`src/rtl/bit_deserializer.sv`:
```
// bit_deserializer: packs a bit-serial stream into WIDTH-bit words.
// Bits arrive on a valid/ready handshake. Finished words leave on a held
// register with a valid/ack handshake. When the word register is occupied,
// the collector parks one complete word and stalls the bit side, so no bit
// is ever dropped.
//
// Handshake semantics:
//   bit side  - a bit transfers on a rising edge where bit_valid=1 and
//               bit_ready=1. bit_ready depends only on the registered FSM
//               state, never combinationally on bit_valid or word_ack.
//   word side - word_out/word_valid are registers. word_out is held stable
//               while word_valid=1. A word is consumed on an edge where
//               word_valid=1 and word_ack=1. word_ack is ignored while
//               word_valid=0.
module bit_deserializer #(
    parameter int WIDTH     = 8,
    parameter bit MSB_FIRST = 1'b1
) (
    input  logic                   clk,
    input  logic                   reset,
    input  logic                   bit_in,
    input  logic                   bit_valid,
    output logic                   bit_ready,
    output logic [WIDTH-1:0]       word_out,
    output logic                   word_valid,
    input  logic                   word_ack,
    output logic [$clog2(WIDTH):0] bit_count
);

    localparam int CW = $clog2(WIDTH) + 1;
    localparam logic [CW-1:0] LAST_CNT = CW'(WIDTH - 1);
    localparam logic [CW-1:0] FULL_CNT = CW'(WIDTH);
    localparam logic [CW-1:0] CNT_ONE  = CW'(1);

    // COLLECT: accepting bits. FULL: a complete word is parked in the shift
    // register, waiting for the output register to free up.
    typedef enum logic {
        COLLECT = 1'b0,
        FULL    = 1'b1
    } state_t;

    state_t           state_q;
    logic [WIDTH-1:0] shift_q;
    logic [WIDTH-1:0] shift_d;
    logic [CW-1:0]    count_q;
    logic [WIDTH-1:0] word_q;
    logic             word_valid_q;

    logic slot_free;
    logic accept;
    logic last_bit;

    // The output slot can take a new word if it is empty or is being consumed now.
    assign slot_free = !word_valid_q || word_ack;
    assign accept    = bit_valid && (state_q == COLLECT);
    assign last_bit  = (count_q == LAST_CNT);

    assign bit_ready  = (state_q == COLLECT);
    assign word_out   = word_q;
    assign word_valid = word_valid_q;
    assign bit_count  = count_q;

    // Next shift-register contents if the current bit is accepted.
    always_comb begin
        shift_d = shift_q;
        if (MSB_FIRST) begin
            shift_d = {shift_q[WIDTH-2:0], bit_in};
        end else begin
            shift_d = {bit_in, shift_q[WIDTH-1:1]};
        end
    end

    // Collector FSM with its registered outputs: shift register, count and word slot.
    always_ff @(posedge clk) begin
        if (reset) begin
            state_q      <= COLLECT;
            shift_q      <= '0;
            count_q      <= '0;
            word_q       <= '0;
            word_valid_q <= 1'b0;
        end else begin
            // Consumption empties the slot unless a transfer below refills it.
            if (word_valid_q && word_ack) begin
                word_valid_q <= 1'b0;
            end

            case (state_q)
                COLLECT: begin
                    if (accept) begin
                        shift_q <= shift_d;
                        if (last_bit) begin
                            if (slot_free) begin
                                word_q       <= shift_d;
                                word_valid_q <= 1'b1;
                                count_q      <= '0;
                            end else begin
                                count_q <= FULL_CNT;
                                state_q <= FULL;
                            end
                        end else begin
                            count_q <= count_q + CNT_ONE;
                        end
                    end
                end
                FULL: begin
                    if (slot_free) begin
                        word_q       <= shift_q;
                        word_valid_q <= 1'b1;
                        count_q      <= '0;
                        state_q      <= COLLECT;
                    end
                end
                default: begin
                    state_q <= COLLECT;
                end
            endcase
        end
    end

endmodule

```
`config.mk`:
```
export PLATFORM = sky130hd
export DESIGN_NAME = bit_deserializer
export DESIGN_NICKNAME = d
export VERILOG_FILES = /design/src/rtl/bit_deserializer.sv
export SDC_FILE = /design/constraint.sdc
export NUM_CORES = 1
export LEC_CHECK = 0
export ABC_AREA = 1
export CORE_ASPECT_RATIO = 0.5
export CORE_MARGIN = 2
export CORE_UTILIZATION = 32
export CTS_CLUSTER_DIAMETER = 120
export DETAILED_ROUTE_END_ITERATION = 8
export MAX_ROUTING_LAYER = met4
export PLACE_DENSITY = 0.53
export SYNTH_ARGS = -nofsm -noshare
export SYNTH_HDL_FRONTEND = slang
export SYNTH_SLANG_ARGS = --single-unit
```
`constraint.sdc`:
```
create_clock -name clk -period 1.09 [get_ports clk]
set_input_delay 0.218 -clock clk [delete_from_list [all_inputs] [get_ports clk]]
set_output_delay 0.218 -clock clk [all_outputs]
set_load 0.05 [all_outputs]
```
==> metrics.txt, run 1 <==
run status=complete, but fails checks; failing checks=negative setup slack; post-synth cell types=22; crit end category=output pin; CTS Buf Count=3; drt pass-1 iters=4; ANT cells=0; first-pass GRT wire length=4010 um; Hold Startpoint=shift_q[7]; die span in x=about 86 um; r2r setup slk=-10 ps; Vias=~1000; core box area=about 0.0031 mm^2; uppermost layer routed=met3; Critical Path AT=930 ps; met2 routed WL=between 900 and 1000 um; synthesis warning total=0; layout overhead on the synthesized area=57.4%; RSZ-0062 raised after global routing=true; synthesized flop and latch total=22; Worst Hold Margin=between 400 and 500 ps; syn avg cell area=around 7.5 um^2; I/O Pins=19; synthesized net count=roughly 150; Pins Over Slew Limit=0; CP Launch Point=state_q; grt ovf=0; Register-to-Register Path Depth=5; worst-skew pair later-pin latency=between 200 and 300 ps; # fillers=297; post-layout power=about 1.7 mW; DRC violations left=0; IO buf count=18; Starting Density=a little over a third; Area after DPL=roughly 0.0015 mm^2; Iter 0 DRT Violations=22; # setup viols final=11; nets@finish=~180; Synth area leader=dfxtp_1; initial antenna violation count=0; Max Freq=0.870 GHz; worst min path class=reg -> reg; Total GRT Usage=between 10% and 20%; period utilization=105%; Final HPWL DP=between 1500 and 2000 um; post-route ant nets=0; Clock transition at path regs=roughly 80 ps; CP startpoint kind=register; Pwr Density=between 1000 and 1500 mW/mm^2; Hold Violations, Final=0; M1 WL=around 1300 um; wire length on met3=between 80 and 90 um; share of layout cells above drive strength 1=a little under two fifths; Worst Skew=roughly 6.8 ps; CP max FO=5; worst slew pin tran=roughly 200 ps; pin count of the biggest net entering global routing=20; Hold EP=shift_q[7]; H-tree Lvls=1; synth top area cells=dfxtp_1 (41%), a21oi_1 (10%), nand2_1 (9.3%); placed insts=about 210; TritonCTS clock tree=done; Finished Cell Area=0.00171 mm^2; multi-input logic area=slightly below 600 um^2; Leak=0.752 nW; worst vdd ir=between 400 and 500 uV; reg-to-reg startpoint=bit_count[0]; minimum clock period=roughly 1100 ps; Critical Path RT=roughly 870 ps; reg2reg end=word_valid; Placer Congestion=around 0.76; final worst slack=-59.8 ps; Sink Count=22; register area=between 400 and 500 um^2; die span in y=around 45 um; pre-CTS setup slack=-319 ps; Syn Inst Count=about 150; Slew HR=slightly below 90%; row count=14; Mapped Area=around 0.0011 mm^2; Total Routed Length=between 2000 and 2500 um; Worst Setup Path Type=reg -> out; Seq/Total Area, Yosys=around 41%; max-cap violation count=0; Root Driver=clkbuf_8; Clock Path Buffers=2; Post-Layout Cell Count=216; Routed WL per cell=roughly 11 um; die area=roughly 0.0039 mm^2; WHS Path Cells=2; vias in the first global route=~840; top cell type's share of synthesized area=between 40% and 50%; Via density=4.65
power breakdown:
group / internal, mW / leakage (nW) / switching, mW
Sequential: 0.817 / 0.184 / 0.0262
Combinational: 0.102 / 0.535 / 0.0980
Clock: 0.399 / 0.0339 / 0.279
Total: 1.32 / 0.752 / 0.403
metrics by stage:
stage               setup TNS [ps]  util (%)
floorplan                     -901         -
global placement             -5800      48.6
detailed placement           -6180      48.6
CTS                           -162      54.1
global route                  -834      54.8
finish                        -121      54.8
cells in the final DEF, fill, tap and decap left out, drive strengths merged:
| cell type | netlist | final |
|---|---|---|
| a21oi | 22 | 22 |
| buf | 6 | 28 |
| clkbuf | 1 | 4 |
| clkdlybuf4s50 | 0 | 3 |
| clkinv | 1 | 1 |
| dfxtp | 22 | 22 |
| dlygate4sd2 | 0 | 1 |
| ha | 1 | 1 |
| inv | 14 | 14 |
| nand2 | 29 | 31 |
| nand3 | 9 | 9 |
| nand4 | 1 | 1 |
| nor2 | 27 | 27 |
| nor3 | 1 | 1 |
| o211ai | 1 | 1 |
| o21ai | 10 | 10 |
worst max path at each step:
stage / to / slack, ps / cells past startpoint
floorplan: word_out[6] / -130 / 7
global placement: word_out[2] / -310 / 6
detailed placement: word_out[2] / -320 / 6
CTS: bit_ready / -70 / 3
global route: bit_ready / -90 / 3
finish: bit_ready / -60 / 3
area by class of cell:
type                            instances  area share [%]
Clock buffer                            4            3.88
Timing Repair Buffer                   32            27.7
Tap cell                               40            2.93
Multi-Input combinational cell        103            34.8
Sequential cell                        22            27.1
Inverter                               15            3.66
Yosys cell counts:
| master | count |
|---|---|
| inv_6 | 1 |
| buf_6 | 2 |
| nor3_2 | 1 |
| nand2_1 | 27 |
| a21oi_1 | 22 |
| clkbuf_8 | 1 |
| nand4_4 | 1 |
| inv_2 | 1 |
| nor2_1 | 27 |
| clkinv_1 | 1 |
| nand3_1 | 8 |
| nand2_8 | 1 |
| nand2_4 | 1 |
| buf_12 | 2 |
| ha_1 | 1 |
| o211ai_1 | 1 |
| inv_1 | 12 |
| buf_2 | 1 |
| o21ai_0 | 10 |
| nand3_2 | 1 |
| buf_4 | 1 |
| dfxtp_1 | 22 |
cells by family after synthesis:
| family | after synthesis | synth area share (%) |
|---|---|---|
| AOI/OAI and AO/OA | 33 | 15.4 |
| adders and majority gates | 1 | 1.15 |
| buffers and inverters | 22 | 13.8 |
| DFF | 22 | 40.6 |
| and+or+nand+nor | 67 | 29.0 |
routing by layer:
| metal | up-vias | global-route usage [%] |
|---|---|---|
| met5 | - | - |
| met1 | 461 | 19.2 |
| met2 | 15 | 19.8 |
| li1 | 529 | - |
| met3 | 0 | 4.57 |
| met4 | 0 | 3.75 |
critical path, cell delays in order, from the launching register on:
cell and delay, ps:
dfxtp_4 380, inv_6 40, buf_12 120, buf_12 140
state kept, by name, indices dropped and copies added, names as in the netlist:
signal / count
bit_count: 4
shift_q: 8
state_q: 1
word_out: 8
word_valid: 1
what timing repair did:
action / in CTS / in global routing
setup endpoints to repair: 17 / 21
resized for setup: 18 / 14
pin swaps: 9 / 5
setup buffers: 4 / 0
cloned: 2 / 0
hold buffers: 0 / 0
Power figures use the tool's default switching activity.
==> run 2: changes to the inputs <==
--- a/config.mk
+++ b/config.mk
@@ -6,13 +6,12 @@
 export NUM_CORES = 1
 export LEC_CHECK = 0
 export ABC_AREA = 1
-export CORE_ASPECT_RATIO = 0.5
 export CORE_MARGIN = 2
-export CORE_UTILIZATION = 32
+export CORE_UTILIZATION = 46
 export CTS_CLUSTER_DIAMETER = 120
 export DETAILED_ROUTE_END_ITERATION = 8
 export MAX_ROUTING_LAYER = met4
-export PLACE_DENSITY = 0.53
+export PLACE_DENSITY = 0.74
 export SYNTH_ARGS = -nofsm -noshare
 export SYNTH_HDL_FRONTEND = slang
 export SYNTH_SLANG_ARGS = --single-unit
==> metrics.txt, run 2 (synthesis gave the netlist of run 1 again) <==
vias in the first global route=997 (+18%); core box area=0.00221 mm^2 (-29%); pin count of the biggest net entering global routing=20 (unchanged); TritonCTS clock tree=done; period utilization=120% (+15 points); Root Driver=clkbuf_4; drt pass-1 iters=6 (+2); Register-to-Register Path Depth=8 (+3); I/O Pins=19 (unchanged); Worst Skew=19.0 ps (+12.2 ps); Hold Violations, Final=0 (unchanged); crit path to=word_out[6]; M1 WL=1430 um (+12%); placed insts=192 (-7.2%); Critical Path AT=1530 ps (+600 ps); # setup viols final=22 (+11); layout overhead on the synthesized area=73.2%; Starting Density=49.1% (+14 points); Sink Count=22 (unchanged); leading cell types in the layout, fill and taps excluded=nor2_1 (26), buf_12 (18), nand2_1 (17); Final Core Density=85.0% (+30 points); Pins Over Slew Limit=0 (unchanged); Vias=1196 (+19%); Post-Layout Cell Count=208 (-3.7%); RSZ-0062 raised after global routing=true; Routed WL per cell=18.7 um (+71%); worst slew pin tran=326 ps (+124 ps); IO buf count=18 (unchanged); failing checks=negative setup slack; Slew HR=78.2% (-8.2 points); worst-skew pair later-pin latency=310 ps (+40 ps); Area after DPL=0.00148 mm^2 (-2.5%); reg2reg end=word_out[6]; uppermost layer routed=met4; CP startpoint kind=register; CP Launch Point=state_q; die span in x=52.6 um (-39%); Hold Startpoint=word_out[1]; worst vdd ir=1180 uV (+150%); Leak=0.810 nW (+7.7%); worst min path class=reg -> reg; initial antenna violation count=0 (unchanged); Placer Congestion=0.795 (+4.8%); commonest non-fill, non-tap cell in the layout=nor2_1; Finished Cell Area=0.00188 mm^2 (+10%); grt ovf=0 (unchanged); first-pass GRT wire length=4480 um (+12%); minimum clock period=1310 ps (+162 ps); Iter 0 DRT Violations=38 (+73%); reg-to-reg startpoint=state_q; CTS Buf Count=3 (unchanged); crit end category=register; row count=17 (+3); max-cap violation count=0 (unchanged); DRC violations left=0 (unchanged); post-route ant nets=0 (unchanged); Worst Hold Margin=521 ps (+29.4 ps); wire length on met3=245 um (+180%); die span in y=52.6 um (+16%); Final HPWL DP=1760 um (+5.8%); Total Routed Length=3880 um (+65%); met2 routed WL=2040 um (+110%); run status=complete, but fails checks; CP max FO=5 (unchanged); ANT cells=0 (unchanged); r2r setup slk=-220 ps (-210 ps); final worst slack=-222 ps (-162 ps); # fillers=106 (-64%); Max Freq=0.762 GHz (-12%); Total GRT Usage=22.9% (+8.9 points); die area=0.00277 mm^2 (-29%); H-tree Lvls=1 (unchanged); Via density=5.75 (+24%); Clock transition at path regs=140 ps (+60 ps); share of layout cells above drive strength 1=55.6% (+19 points); nets@finish=187 (+2.2%); Worst Setup Path Type=reg -> reg; Clock Path Buffers=2 (unchanged); Critical Path RT=1310 ps (+440 ps); post-layout power=1.72 mW (-0.31%); Pwr Density=912 mW/mm^2 (-9.4%)
## run 2: changes by cell type in the layout (fill, tap and decap cells not counted), moves of 3 or more
cell,before,now
nand2_1,27,17
a21oi_1,13,5
dfxtp_1,16,8
nand2_2,0,8
a21oi_2,9,16
dfxtp_2,0,6
buf_6,3,8
buf_4,8,5
clkbuf_4,0,3
clkbuf_8,3,0
o21ai_2,0,3
## run 2: what timing repair did
action	in CTS	in global routing
cloned	2	1
buffers inserted	6	3
endpoints found under the setup margin	24	27
pin swaps	3	20
resized for setup	31	52
hold buffers	0	0
## run 2: worst max-delay path, stage by stage, from the launching register on
cell and delay (ps):
dfxtp_4 390, buf_4 150, buf_6 120, nand2_1 90, inv_1 70, a21oi_1 190, nand3_2 90, nand2_1 90
nor2_1 40
## run 2: final cells by class
type | count | area, um^2 | share of cell area, %
Multi-Input combinational cell | 103 | 706 | 37.5
Timing Repair Buffer | 36 | 542 | 28.8
Sequential cell | 22 | 478 | 25.4
Inverter | 15 | 67.6 | 3.59
Tap cell | 28 | 35.0 | 1.86
Clock inverter | 1 | 30.0 | 1.60
Clock buffer | 3 | 22.5 | 1.20
## run 2: worst min path at each step
stage | slack [ps] | cells past startpoint | to
floorplan | 280 | 1 | bit_count[0]
global placement | 480 | 2 | shift_q[7]
detailed placement | 490 | 2 | shift_q[7]
CTS | 500 | 5 | bit_count[3]
global route | 550 | 2 | word_out[7]
finish | 520 | 2 | word_out[1]
## run 2: report_power, final
part,switching (mW),internal [mW]
sequential,0.0352,0.813
clock,0.253,0.371
combinational,0.128,0.116
total,0.416,1.30
## run 2: per-layer routing
layer  global-route usage, %  up-vias
met5                       -        -
met4                    9.40        0
met3                    3.71       20
met2                    40.0       74
met1                    25.8      559
li1                        -      543
## run 2: per-stage QoR
stage	worst slack [ps]	TNS [ps]
global route	-259	-2900
global placement	-300	-5650
CTS	-142	-507
floorplan	-128	-901
finish	-222	-1840
detailed placement	-338	-6530
